==> src/rtl/display_scan_controller.sv <==
// display_scan_controller: double-dabble binary-to-BCD converter feeding a
// multiplexed four-digit display scanner with leading-zero blanking.
module display_scan_controller #(
    parameter int SCAN_DIV = 50000
) (
    input  logic        clk,
    input  logic        rst_n,
    input  logic        load,
    input  logic [13:0] value,
    output logic        busy,
    output logic        overflow,
    output logic [3:0]  digit_nibble,
    output logic [3:0]  digit_en
);
    typedef enum logic [1:0] {IDLE, CONVERT, LATCH} state_t;
    state_t      state, state_nxt;
    logic [29:0] sr, sr_nxt, adj;
    logic [3:0]  iter, iter_nxt;
    logic        ovf_cap, ovf_cap_nxt, overflow_nxt;
    logic [15:0] disp, disp_nxt;
    logic [15:0] cnt, cnt_nxt;
    logic [1:0]  idx, idx_nxt;
    logic        wrap, blank;
    logic [3:0]  nib_nxt, en_nxt;

    assign busy = state != IDLE;

    // sr holds {bcd[15:0], bin[13:0]}; correct BCD nibbles before each shift
    always_comb begin
        adj = sr;
        for (int i = 0; i < 4; i++)
            adj[14+4*i +: 4] = sr[14+4*i +: 4] >= 4'd5 ? sr[14+4*i +: 4] + 4'd3 : sr[14+4*i +: 4];
    end

    always_comb begin
        state_nxt    = state;
        sr_nxt       = sr;
        iter_nxt     = iter;
        ovf_cap_nxt  = ovf_cap;
        disp_nxt     = disp;
        overflow_nxt = overflow;
        case (state)
            IDLE: if (load) begin
                sr_nxt      = {16'd0, value > 14'd9999 ? 14'd9999 : value};
                ovf_cap_nxt = value > 14'd9999;
                iter_nxt    = 4'd0;
                state_nxt   = CONVERT;
            end
            CONVERT: begin
                sr_nxt    = adj << 1;
                iter_nxt  = iter + 4'd1;
                state_nxt = iter == 4'd13 ? LATCH : CONVERT;
            end
            LATCH: begin
                disp_nxt     = sr[29:14];
                overflow_nxt = ovf_cap;
                state_nxt    = IDLE;
            end
            default: state_nxt = IDLE;
        endcase
    end

    // outputs are registered from next-state values so they track idx/disp exactly
    always_comb begin
        wrap    = cnt == 16'(SCAN_DIV - 1);
        cnt_nxt = wrap ? 16'd0 : cnt + 16'd1;
        idx_nxt = wrap ? idx + 2'd1 : idx;
        nib_nxt = disp_nxt[{idx_nxt, 2'b00} +: 4];
        blank   = idx_nxt == 2'd3 ? disp_nxt[15:12] == 4'd0 :
                  idx_nxt == 2'd2 ? disp_nxt[15:8] == 8'd0 :
                  idx_nxt == 2'd1 ? disp_nxt[15:4] == 12'd0 : 1'b0;
        en_nxt  = blank ? 4'b1111 : ~(4'b0001 << idx_nxt);
    end

    always_ff @(posedge clk or negedge rst_n) begin
        if (!rst_n) begin
            state        <= IDLE;
            sr           <= '0;
            iter         <= '0;
            ovf_cap      <= 1'b0;
            overflow     <= 1'b0;
            disp         <= '0;
            cnt          <= '0;
            idx          <= '0;
            digit_nibble <= 4'h0;
            digit_en     <= 4'b1110;
        end else begin
            state        <= state_nxt;
            sr           <= sr_nxt;
            iter         <= iter_nxt;
            ovf_cap      <= ovf_cap_nxt;
            overflow     <= overflow_nxt;
            disp         <= disp_nxt;
            cnt          <= cnt_nxt;
            idx          <= idx_nxt;
            digit_nibble <= nib_nxt;
            digit_en     <= en_nxt;
        end
    end
endmodule

==> config.mk <==
export PLATFORM = sky130hd
export DESIGN_NAME = display_scan_controller
export DESIGN_NICKNAME = d
export VERILOG_FILES = /design/src/rtl/display_scan_controller.sv
export SDC_FILE = /design/constraint.sdc
export NUM_CORES = 1
export LEC_CHECK = 0
export ABC_AREA = 1
export CAP_MARGIN = 20
export CORE_AREA = 10 10 128 130
export DETAILED_ROUTE_END_ITERATION = 8
export DIE_AREA = 0 0 138 140
export DONT_BUFFER_PORTS = 1
export PLACE_DENSITY_LB_ADDON = 0.05
export SLEW_MARGIN = 20
export SYNTH_ARGS = -nofsm -noshare
export SYNTH_HDL_FRONTEND = slang
export SYNTH_SLANG_ARGS = --single-unit
export TNS_END_PERCENT = 1
==> constraint.sdc <==
create_clock -name clk -period 3 [get_ports clk]
set_clock_uncertainty 0.2 [all_clocks]
set_input_delay 0.3 -clock clk [delete_from_list [all_inputs] [get_ports clk]]
set_output_delay 0.3 -clock clk [all_outputs]
set_load 0.005 [all_outputs]
* After elaboration in Yosys (flattened, before gate mapping)
Cells that the tools add are included.
** Cells by class
- Add/subtract/negate cells :: 7
- Bitwise operators :: 1
- Equality and inequality tests :: 8
- Reductions and logical operators :: 8
- Shifts and indexed selects :: 2
- Multiplexer cells :: 19
- Magnitude comparators :: 5
** Operators with widths (number)
- $pmux 30 s2 :: 1
- $mux 16 :: 2
- $mux 30 :: 1
- $mux 4 :: 5
- $add 16x1->16 const B :: 1
- $eq 16x16->1 const B :: 1
- $ge 4x3->1 const B :: 4
- $shiftx 16x5->4 :: 1
- $gt 14x14->1 const B :: 1
- $mux 14 :: 1
- $add 4x2->4 const B :: 3
- $logic_not 12->1 :: 1
- $logic_not 8->1 :: 1
- $pmux 4 s2 :: 1
- $eq 2x2->1 const B :: 3
- $mux 2 :: 3
- $add 4x1->4 const B :: 1
- $eq 2x1->1 const B :: 2
- $eq 4x4->1 const B :: 1
- $logic_not 4->1 :: 1
- $not 4->4 :: 1
- $pmux 2 s2 :: 1
- $reduce_and 2->1 :: 2
- $reduce_bool 2->1 :: 2
- 7 further kinds :: 9
** Storage, ports and cells
- Output and inout port bits :: 10
- Word-level logic and storage cells :: 60
- Input port bits :: 17
- Bits in registers :: 80

* Longest topological paths before layout
Gate-level depths: netlist (run 1).
- Word-level depth :: 7
- Depth in mapped cells :: 12
- Depth with buffers taken out :: 11

* Worst setup path before layout (run 1)
Ideal clock, no wire load.
- Path type :: register -> register
- Start :: reg cnt[0]
- End :: reg digit_nibble[1]
- Cell stages (with the launch flop) :: 12
- Setup slack :: 1.343 ns
- Arrival :: 1.341 ns
- Clock period less this slack :: 1.657 ns
- Path buffers :: 1
- Data required time :: 2.683 ns
- Library setup time :: 0.117 ns
- Cell sequence :: dfrtp_1 ha_1 nand3_4 nor2_4 nand2_2 nand2_2 nand2_4 buf_12 nand2_2 nand2_1 nand2_1 nand2_1
** Between the ends
- Word-level cells in the longest chain between the ends :: 3
** Ends and longest elaborated chain
- from (decl) :: line 21 : logic [15:0] cnt, cnt_nxt;
- from (signal assigned) :: line 94 : cnt <= cnt_nxt;
- $eq 16x16->1 :: line 65 : wrap = cnt == 16'(SCAN_DIV - 1);
- $mux 2 :: line 67 : idx_nxt = wrap ? idx + 2'd1 : idx;
- net idx_nxt[0] :: line 22 : logic [1:0] idx, idx_nxt;
- $shiftx 16x5->4 :: line 68 : nib_nxt = disp_nxt[{idx_nxt, 2'b00} +: 4];
- net nib_nxt[1] :: line 24 : logic [3:0] nib_nxt, en_nxt;
- to (signal assigned) :: line 96 : digit_nibble <= nib_nxt;
- to (decl) :: line 12 : output logic [3:0] digit_nibble,
The timed path passes the listed nets, and every way through them passes these cells.
A chain may end at the register's enable or synchronous reset.

* Worst setup path after layout (run 1)
- Start :: reg state[1]
- End :: reg sr[11]
** Between the ends
- Word-level cells in the longest chain between the ends :: 3
- Elaborated cells on any way between the ends :: 6
- Those cells by class :: eq/ne (2); mux (1); reduce/logical (3)
** Ends and longest elaborated chain
- from (decl) :: line 16 : state_t state, state_nxt;
- from (signal assigned) :: line 88 : state <= state_nxt;
- $eq 2x1->1 / $logic_not 2->1 (equally long branches) :: line 42 : case (state)
- $reduce_bool 2->1 (no source line) / $ne 2x2->1 (equally long branches)
- $reduce_and 2->1 (no source line)
- to (signal assigned) :: line 89 : sr <= sr_nxt;
- to (decl) :: line 17 : logic [29:0] sr, sr_nxt, adj;
Parallel ways exist; a longest one is shown, timed or not.

==> results of run 1 <==
## final cells by class
cell class / count / share of cell area, %
tap: 180 / 4.74
clock buffer: 12 / 5.39
inverter: 65 / 5.13
sequential: 80 / 42.2
multi-input combinational: 332 / 36.9
timing repair buffer: 19 / 4.32
clock inverter: 3 / 1.37
## worst max-delay path, stage by stage, from the launching register on
cell and delay, ns:
dfrtp_1 0.53, inv_2 0.08, nand3_2 0.16, inv_2 0.14, nor2_2 0.47, nand2_1 0.09, o311ai_0 0.10, dlygate4sd3_1 0.60
## cell usage in the layout, fill, tap and decap left out, types with 3 or more instances in the layout
cell and n:
nand2_1 125, dfrtp_1 77, inv_1 59, nor2_1 42, o21ai_0 32, nand3_1 30, dlygate4sd3_1 17, a21oi_1 12
xor2_1 11, ha_1 11, nand2_2 10, nand4_1 10, clkbuf_16 9, inv_2 6, nor3_1 6, o32ai_1 6
o21ai_2 5, nor2_2 4, nor2_4 3, o21ai_1 3, o22ai_1 3, dfstp_2 3
## layer usage
metal  wire length [um]  track usage (%)  vias to the layer above  part of all wire, %
li1                   -                -                     1620                    -
met1               5090             14.3                     1491                   53
met2               4000             14.8                       44                   41
met3                349             2.50                       12                  3.6
met4                216             5.11                        0                  2.2
met5                  0                0                        -                    0
## worst paths after layout
path / cells past startpoint / start / to / slack [ns]
min in group asynchronous: 2 / rst_n / disp[15]$_DFF_PN0_ / 0.33
worst max register to register: 7 / state[1]$_DFFE_PN0P_ / sr[11]$_DFFE_PN0P_ / 0.57
worst max-delay path: 7 / state[1]$_DFFE_PN0P_ / sr[11]$_DFFE_PN0P_ / 0.57
worst min register to register: 1 / cnt[0]$_DFF_PN0_ / cnt[0]$_DFF_PN0_ / 0.26
worst min-delay path: 2 / value[12] / sr[12]$_DFFE_PN0P_ / 0.04
max in group asynchronous: 2 / rst_n / digit_en[2]$_DFF_PN1_ / 1.91
## repair_timing
action / in CTS / in global routing
hold buffers: 18 / 0
hold endpoints to repair: 95 / 0
endpoints found under the setup margin: 0 / 0
buffers inserted: 0 / 0
## power by group through the flow
stage	logic, mW	clock network [mW]	registers [mW]
6_report	1.33	1.21	1.64
5_1_grt	1.56	1.29	1.69
2_1_floorplan	1.03	0	1.59
4_1_cts	1.35	1.24	1.65
3_3_place_gp	1.27	0	1.67
3_5_place_dp	1.29	0	1.67
## logic make-up (layout without fill, tap and decap cells)
group | count (synthesis) | count (layout) | synth area share, %
AO/OA/AOI/OAI | 72 | 72 | 10.8
XOR/XNOR | 12 | 12 | 2.58
adder cells (fa/ha/maj) | 11 | 11 | 3.38
buffers and inverters | 76 | 99 | 7.80
flip-flops | 80 | 80 | 49.2
multiplexers | 1 | 1 | 0.246
AND/OR/NAND/NOR | 236 | 236 | 26.0
## registers in the layout (all words and copies together) (netlist names)
register / flops
sr: 30
cnt: 16
disp: 16
digit_en: 4
digit_nibble: 4
iter: 4
idx: 2
state: 2
overflow: 1
ovf_cap: 1
## metrics by stage
step,setup slack (ns),util [%],hold WS (ns),instances,instance area (um^2)
after global placement,0.831,30.8,-0.190,658,4240
after CTS,0.588,34.5,0.0404,691,4750
after detailed placement,0.742,30.8,-0.190,658,4240
after global routing,0.334,34.5,0.0546,691,4750
final,0.572,34.5,0.0421,691,4750
after floorplan,1.34,-,-0.196,488,4080
==> summary.md, run 1 <==
| Metric | Value |
|---|---|
| IO Port Bufs | `0` |
| Synthesis Warnings | `0` |
| Cts repair resizes | `0` |
| Library cells used by synthesis | `39` |
| Layout fillers | `between 1000 and 1500` |
| Crit path kind | `flip-flop to flip-flop` |
| VDD IR-drop max | `~0.00036 V` |
| Final setup TNS | `0 ns` |
| Top-area cell type share of the netlist area | `47.3%` |
| NetSw | `around 1.5 mW` |
| Initial DRT Pass Iterations | `5` |
| Initial DRC count | `approximately 210` |
| Post-Syn Area | `0.00408 mm^2` |
| Footprint of the multi-input gates | `0.00175 mm^2` |
| Synth area leaders | `dfrtp_1 47%, nand2_1 12%, inv_1 5.4%` |
| Core area | `0.0138 mm^2` |
| # setup viols final | `0` |
| Clk_lat worst skew | `0.34 ns` |
| GRT overflow | `0` |
| Worst-path maximum fanout | `14` |
| Initial Util | `between 20% and 30%` |
| Max cap viols | `0` |
| Critical path capture point type | `flip-flop` |
| Fin. Hold Viols | `0` |
| Tmin final | `2.43 ns` |
| Async SR Flop Fraction | `100%` |
| Synthesized flop and latch total | `80` |
| Commonest cells post-synth | `125 x nand2_1, 77 x dfrtp_1, 59 x inv_1` |
| Maximum clock frequency | `~410 MHz` |
| CTS max path bufs | `2` |
| Vias post-DR | `3167` |
| Layout net count | `535` |
| CTS tree | `done` |
| Most frequent cell after synthesis | `nand2_1` |
| DRC Markers | `0` |
| Synth-to-Final Area Change | `16.6%` |
| Die ar. | `0.0193 mm^2` |
| Worst-path clk slew | `0.06 ns` |
| EDFF count, synth | `0` |
| Part of the cycle the worst path needs | `80.9%` |
| Register area | `0.00201 mm^2` |
| Final Power | `~4.2 mW` |
| Outcome | `complete, no violations` |
| DR WL/cell | `14.0 um` |
| RSZ-0062 raised after global routing | `false` |
| Clock root buffer | `clkbuf_16` |
| Worst-margin pin slew | `0.784 ns` |
| First-pass GRT wire length | `around 17 mm` |
| Horiz. Die Dim | `138 um` |
| GRT Util Overall | `between 10% and 20%` |
| Sw Ratio | `35.7%` |
| Mapped Avg Cell Area | `between 8 and 9 um^2` |
| Diode count | `0` |
| Clock Sink Count | `80` |
| Share of cells above drive strength 1 | `10.2%` |
| Routability congestion estimate | `0.760` |
| Leakage | `2.27 nW` |
| Slew margin rel. | `47.7%` |
| Largest net degree at the start of global routing | `81` |
| Antenna Violating Nets Remaining | `0` |
| Initial antenna violation count | `0` |
| Max-slew violation count | `0` |
| Class of the worst hold path | `input port to flip-flop` |
| IO Count | `27` |
| Crit path DAT | `about 2.5 ns` |
| CP Launch Type | `flip-flop` |
| H-tree depth | `3` |
| Cell count after synthesis | `between 400 and 500` |
| Cell taking the most area after synthesis | `dfrtp_1` |
| Worst endpoint required time | `3.08 ns` |
| Mapped Nets | `between 500 and 600` |
| CTS Buf Count | `9` |
| Vias per cell | `4.58` |
| Sequential area share after synthesis | `49.2%` |
| Die H | `140 um` |
| Vias in the first global route | `3250` |
| Power Dens Cells | `879 mW/mm^2` |
| DPL Wire Length | `approximately 6.8 mm` |
| P_int | `2.69 mW` |
| Clock group share of total power | `28.9%` |
| Cell row count | `43` |
| Comb pwr share | `31.8%` |
| Routed WL | `9.66 mm` |
| Top FF cell, synth | `dfrtp_1` |
| Seq pwr share | `39.3%` |
Power figures use the tool's default switching activity.
==> run 2: changes to the inputs <==
clock period = 2.4 ns   (was 3 ns; I/O delays follow)
==> run 2 against run 1 <==
  * Sequential cell count did not move
  * Sequential share of layout area hardly changed
  * Sequential power grew 25%
  * Critical path type unchanged
  * Non-clock buffer count is 3 higher
  * Maximum frequency grew 18%
==> summary.md, run 2 (synthesis gave the netlist of run 1 again) <==
| Metric | Value |
|---|---|
| IO Port Bufs | `0` |
| R2r setup slk | `~0.34 ns` |
| Biggest regs | `sr x30, cnt x16, disp x16` |
| Core area | `0.0138 mm^2` |
| Initial Util | `29.6%` |
| Hold path start | `value[13]` |
| Die H | `140 um` |
| Worst-path maximum fanout | `9` |
| H-tree depth | `3` |
| Clock root buffer | `clkbuf_16` |
| Clk_lat worst skew | `0.34 ns` |
| Worst-margin pin slew | `0.770 ns` |
| DR WL/cell | `13.8 um` |
| Vias post-DR | `3216` |
| Met3 wire len | `517 um` |
| GRT overflow | `0` |
| Diode count | `0` |
| Top reg by flops | `sr` |
| DPL Wire Length | `6.74 mm` |
| Initial DRT Pass Iterations | `6` |
| Crit path DAT | `2.14 ns` |
| Routed WL | `9.61 mm` |
| Worst-path clk slew | `0.06 ns` |
| Outcome | `complete, no violations` |
| CTS max path bufs | `2` |
| Worst endpoint required time | `2.47 ns` |
| Most common cell after layout, fill and taps aside | `nand2_1` |
| Design Area, Final | `0.00475 mm^2` |
| CTS tree | `done` |
| Reg-to-Reg Start | `state[1]$_DFFE_PN0P_` |
| Vias in the first global route | `3195` |
| Critical path capture point type | `flip-flop` |
| Commonest cells after routing, fill and taps aside | `125 x nand2_1, 77 x dfrtp_1, 59 x inv_1` |
| CP Launch Type | `flip-flop` |
| Synth-to-Final Area Change | `16.5%` |
| DRC Markers | `0` |
| Antenna Violating Nets Remaining | `0` |
| Max FFs per register | `30` |
| Layout fillers | `1478` |
| Post-DP Area | `between 0.004 and 0.005 mm^2` |
| # setup viols final | `0` |
| Crit. Startpoint | `state[1]$_DFFE_PN0P_` |
| Power Dens Cells | `1070 mW/mm^2` |
| RSZ-0062 raised after global routing | `false` |
| Slew margin rel. | `48.6%` |
| Reg2reg end | `sr[12]$_DFFE_PN0P_` |
| First-pass GRT wire length | `approximately 17 mm` |
| Maximum clock frequency | `~490 MHz` |
| Hold depth | `3` |
| Tmin final | `2.06 ns` |
| Max cap viols | `0` |
| VDD IR-drop max | `0.000395 V` |
| Final setup TNS | `0 ns` |
| Vias per cell | `4.63` |
| Routability congestion estimate | `0.768` |
| Postcts setup bufs | `0` |
| Initial antenna violation count | `0` |
| Fin. Hold Viols | `0` |
| Metal2 WL | `about 4 mm` |
| Largest net degree at the start of global routing | `81` |
| Final Power | `between 5 and 6 mW` |
| Max-slew violation count | `0` |
| Part of the cycle the worst path needs | `between 80 and 90%` |
| Layout net count | `538` |
| Horiz. Die Dim | `138 um` |
| GRT Util Overall | `between 10% and 20%` |
| Met1 WL | `slightly below 5 mm` |
| Share of cells above drive strength 1 | `10.9%` |
| Initial DRC count | `roughly 180` |
| Cell row count | `43` |
| IO Count | `27` |
| Crit path capture | `sr[12]$_DFFE_PN0P_` |
| CTS Buf Count | `9` |
| Clock Sink Count | `80` |
| Leakage | `2.27 nW` |
| Crit path kind | `flip-flop to flip-flop` |
| Die ar. | `0.0193 mm^2` |
| Uppermost routed layer | `met4` |
| Final core occ | `between 30% and 40%` |
| Reg2reg path depth | `5` |
| Class of the worst hold path | `input port to flip-flop` |
[run 2: changes by cell type in the layout (fill, tap and decap cells not counted), sizes merged]
cell      previous run  this run
buf                  2         5
clkbuf              12        10
clkinv               1         3
clkinvlp             0         2
bufinv               2         1
[run 2: worst min path at each step]
stage | to | slack, ns
2_1_floorplan | cnt[0]$_DFF_PN0_ | -0.26
3_3_place_gp | disp[11]$_DFF_PN0_ | -0.25
3_5_place_dp | disp[11]$_DFF_PN0_ | -0.25
4_1_cts | state[0]$_DFFE_PN0P_ | 0.0006
5_1_grt | state[0]$_DFFE_PN0P_ | 0.03
6_report | sr[7]$_DFFE_PN0P_ | 0.01
[run 2: power breakdown]
group	internal (mW)	leakage, nW	total, mW	switching, mW
Clock	0.800	0.138	1.35	0.547
Combinational	0.639	1.14	1.68	1.04
Sequential	1.77	0.994	2.05	0.276
Total	3.21	2.27	5.07	1.86
[run 2: per-layer routing]
layer / global-route usage (%) / up-vias
li1: - / 1626
met1: 13.9 / 1517
met2: 14.8 / 63
met3: 3.72 / 10
met4: 3.44 / 0
met5: 0 / -
[run 2: worst max-delay path, cell delays in order (launching register included)]
cell           delay [ns]
dfrtp_1              0.48
nor2_2               0.33
buf_4                0.24
nand2_1              0.06
o311ai_0             0.09
dlygate4sd3_1        0.59
[run 2: area by class of cell]
| cell class | count | area, um^2 | share of cell area [%] |
|---|---|---|---|
| inverters | 65 | 244 | 5.14 |
| multi-input cells | 332 | 1760 | 37.0 |
| well taps | 180 | 225 | 4.74 |
| clock inverters | 6 | 60.1 | 1.26 |
| flip-flops and latches | 80 | 2010 | 42.2 |
| clock buffers | 10 | 229 | 4.82 |
| repair buffers | 22 | 228 | 4.79 |
[run 2: through the flow]
| stage | setup WS, ns | hold WS [ns] | std cells |
|---|---|---|---|
| 2_1_floorplan | 0.743 | -0.256 | 488 |
| 3_3_place_gp | 0.395 | -0.251 | 661 |
| 3_5_place_dp | 0.331 | -0.250 | 661 |
| 4_1_cts | 0.151 | 0.000568 | 695 |
| 5_1_grt | 0.172 | 0.0323 | 695 |
| 6_report | 0.339 | 0.0117 | 695 |
[run 2: timing repair]
item / CTS / global route
hold buffers: 18 / 0
hold endpoints to repair: 94 / 0
gates resized for setup: 0 / 1
endpoints found under the setup margin: 0 / 1
==> run 3: changes to the inputs <==
CAP_MARGIN = not set   (was 20)
==> results of run 3 <==
Final layout, timing and power as in run 2 (identical DEF).
==> patch 1, RTL diff (config.mk and constraints of run 1) <==
Make the reset (`rst_n`) synchronous in one clocked block.
--- a/src/rtl/display_scan_controller.sv
+++ b/src/rtl/display_scan_controller.sv
@@ -73,5 +73,5 @@
     end
 
-    always_ff @(posedge clk or negedge rst_n) begin
+    always_ff @(posedge clk) begin
         if (!rst_n) begin
             state        <= IDLE;
Function: differs if rst_n is asserted again (counterexample within 4 cycles, from zero or initial values and one cycle with rst_n low); with rst_n held inactive, the same outputs for 10 cycles.
==> patch 1 against run 1 <==
Area after synthesis is 3.6% lower; sequential cell count stayed put; count of clock-buffer cells in the layout stayed put; setup slack better by 0.085 ns; routed wire length is 4.7% higher; cell area is 6.0% lower; highest routed layer unchanged.
Power is not compared: it rests on default switching activity, and its combinational part moved more than twofold at a synthesized area within 25%.
==> patch 1: results (changes against run 1) <==
Cells and area
  – Final cell count without fillers: 750 (+8.5%)

Route
  – DRT iter0 DRCs: 135 (-36%)
  – Wire length per cell: 13.5 microns (-3.5%)
  – Pre-antenna DRT Iters: 4 (-1)

Worst setup path
  – Max incr delay on CP: 0.57 ns (-0.03 ns)
  – Slowest-stage cell, CP: dfxtp_1
  – CP Data Arrival Time: 2.37 ns (-0.14 ns)
  – CP max FO: 15 (+1)
  – R2R cell count: 10 (+3)
  – Crit path launch: state[1]$_SDFFE_PN0P_

STA
  – Setup ws final: 0.658 ns (+0.0853 ns)
  – Hold Slack: 0.0203 ns (-0.0218 ns)
  – Actual slew at the worst max-slew pin: 0.614 ns (-0.170 ns)

GRT
  – Tot GR Track Use: 10.6% (+0.23 points)
  – Number of global-route vias before repair: 3364 (+3.5%)
  – First-pass GRT wire length: 16.9 mm (+1.4%)
  – Largest net degree at the start of global routing: 36 (-56%)
  – Met1 Resource Use GR: 11.7% (-2.7 points)

Clock tree
  – Hold Buf Count CTS: 9 (-9)

Place
  – Post-DP HPWL: 7.22 mm (+5.9%)
  – Placed cells: 725 (+10%)
  – Final GP Congestion: 0.759 (-0.14%)
  – DP Area: 0.00410 sq mm (-3.3%)

Synthesis
  – Seq/Total Area, Yosys: 40.8% (-8.4 points)
  – Post-Synthesis Cells: 558 (+14%)
  – Synth unique cells: 38 (-2.6%)
  – Most frequent cells after synthesis: 129 x nand2_1, 80 x dfxtp_1, 70 x inv_1
  – Asr flop ratio synth: 0% (-100 points)

Hold path
  – Hold Path End: sr[6]$_SDFFE_PN0P_
  – Hold depth: 4 (+2)

Status
  – Status: complete, no violations
patch 1: power groups by stage:
stage / sequential (mW) / clock [mW] / combinational, mW
floorplan: 1.12 / 0 / 0.109
global placement: 1.13 / 0 / 0.139
detailed placement: 1.13 / 0 / 0.140
CTS: 1.10 / 1.11 / 0.154
global route: 1.11 / 1.15 / 0.171
finish: 1.10 / 1.06 / 0.149
patch 1: layer usage:
metal / vias up / share of wire, %
li1: 1792 / -
met1: 1524 / 44
met2: 26 / 52
met3: 9 / 2.9
met4: 0 / 1.3
met5: - / 0
patch 1: layout make-up:
type | instances | area share [%]
multi-input cells | 387 | 43.6
clock buffers | 12 | 5.29
flip-flops and latches | 80 | 35.8
repair buffers | 13 | 2.97
clock inverters | 4 | 1.01
inverters | 74 | 6.22
well taps | 180 | 5.04
patch 1: kinds of logic after synthesis:
logic type      Yosys count  synth area share [%]
simple gates            279                  31.7
fa+ha+maj                11                  3.50
flops                    80                  40.8
buf+inv                  91                  9.62
compound gates           91                  13.1
xor+xnor                  6                  1.34
==> patch 2, RTL diff (config.mk and constraints of run 1) <==
Made on the original files. Change the parameter `SCAN_DIV` from 50000 to 25000.
--- a/src/rtl/display_scan_controller.sv
+++ b/src/rtl/display_scan_controller.sv
@@ -2,5 +2,5 @@
 // multiplexed four-digit display scanner with leading-zero blanking.
 module display_scan_controller #(
-    parameter int SCAN_DIV = 50000
+    parameter int SCAN_DIV = 25000
 ) (
     input  logic        clk,
Formal check against the unedited RTL: no difference found for any inputs over 10 cycles, from zero or initial values and one cycle with rst_n low; that may be too few to reach the edited logic, so the function may still have changed.
==> patch 2 against run 1 <==
Power down 3.0%; count of clock-buffer cells in the layout down 2; area after synthesis increased by 1.2%; routed wire length is 5.3% higher; sequential cell count is the same; cell area up 0.32%; critical path depth is 1 lower; setup slack improved by 0.20 ns; largest power group unchanged.
==> patch 2: results (changes against run 1) <==
Place
  – Post-DP HPWL: 7.10 mm (+4.2%)
  – DP Area: 0.00429 sq mm (+1.4%)
  – Placed cells: 672 (+2.1%)
  – I/O Buffers: 0 (unchanged)
  – Final GP Congestion: 0.828 (+9.0%)
  – Post-place setup slack: 0.774 ns (+0.0322 ns)

Power and ir drop
  – Sw frac: 37.4% (+1.7 points)
  – Peak VDD IR: 285 uV (-21%)
  – Pwr/cell area: 850 mW/mm^2 (-3.3%)
  – Static leakage: 2.36 nW (+4.0%)
  – Clock power frac: 27.0% (-1.9 points)

Route
  – Final WL: 10.2 mm (+5.3%)
  – DR vias/cell: 4.68 (+2.1%)
  – Routed wl met3: 507 microns (+45%)
  – Pre-antenna DRT Iters: 4 (-1)
  – DRT iter0 DRCs: 211 (-0.47%)
  – Met1 WL: 5.05 mm (-0.81%)
  – Wire length per cell: 14.4 microns (+3.2%)
  – Met2 wire len: 4.51 mm (+13%)

Synthesis
  – Area contributors post-synth: dfrtp_1 47%, nand2_1 12%, inv_1 5.5%
  – Predominant post-synthesis flop cell: dfrtp_1
  – Synth unique cells: 40 (+2.6%)
  – Syn Nets: 530 (+2.7%)
  – Most frequent cells after synthesis: 129 x nand2_1, 77 x dfrtp_1, 60 x inv_1
  – Seq/Total Area, Yosys: 48.6% (-0.58 points)
  – Post-Synthesis Cells: 502 (+2.9%)

GRT
  – Met2 Use GR: 16.9% (+2.1 points)
  – First-pass GRT wire length: 17.5 mm (+4.5%)
  – Tot GR Track Use: 10.9% (+0.50 points)
  – Number of global-route vias before repair: 3423 (+5.3%)
  – Largest net degree at the start of global routing: 81 (unchanged)
  – Initial antenna violation count: 0 (unchanged)
  – Routing usage on met3: 3.62% (+1.1 points)
  – Met1 Resource Use GR: 14.2% (-0.13 points)

Worst setup path
  – CP Data Arrival Time: 2.27 ns (-0.24 ns)
  – Capturing element of the worst setup path: sr[6]$_DFFE_PN0P_
  – Slowest-stage cell, CP: dfrtp_1
  – Worst reg-to-reg setup slack: 0.78 ns (+0.20 ns)
  – Crit path max-delay family: simple AND/OR/NAND/NOR gates
  – Reg2reg end: sr[6]$_DFFE_PN0P_
  – CP max FO: 19 (+5)
  – R2R cell count: 6 (-1)
  – Max incr delay on CP: 0.54 ns (-0.06 ns)

STA
  – Slew HR: 48.4% (+0.69 points)
  – Minimum clock period: 2.22 ns (-0.204 ns)
  – Hold Slack: 0.0208 ns (-0.0213 ns)

Clock tree
  – Hold Buf Count CTS: 17 (-1)
  – Clock Path Buffers: 2 (unchanged)

Cells and area
  – Share of layout cells above drive strength 1: 9.52% (-0.65 points)
  – Filler cells: 1472 (-1.7%)
  – Nets: 548 (+2.4%)

Status
  – Status: complete, no violations
## patch 2: cell count changes in the layout (fill, tap and decap cells not counted), sizes merged, moves of 2 or more
cell	run 1	this run
nor2	49	57
clkinv	1	5
nand2	136	140
o21ai	40	43
clkbuf	12	10
clkinvlp	0	2
inv	65	67
nor3	7	5
o21bai	2	0
## patch 2: final cells by class
type                       count  area, sq um  share of cell area (%)
sequential                    80         2010                    42.1
multi-input combinational    343         1800                    37.7
inverter                      69          264                    5.54
clock buffer                  10          229                    4.80
tap                          180          225                    4.72
timing repair buffer          17          188                    3.93
clock inverter                 6         60.1                    1.26
## patch 2: logic make-up after synthesis
| family | Yosys count | share of synthesized area (%) |
|---|---|---|
| AOI/OAI and AO/OA | 73 | 10.6 |
| xor gates and xnor gates | 11 | 2.34 |
| adders and majority gates | 11 | 3.34 |
| buffers and inverters | 79 | 7.80 |
| DFF | 80 | 48.6 |
| muxes | 1 | 0.243 |
| and+or+nand+nor | 247 | 27.1 |
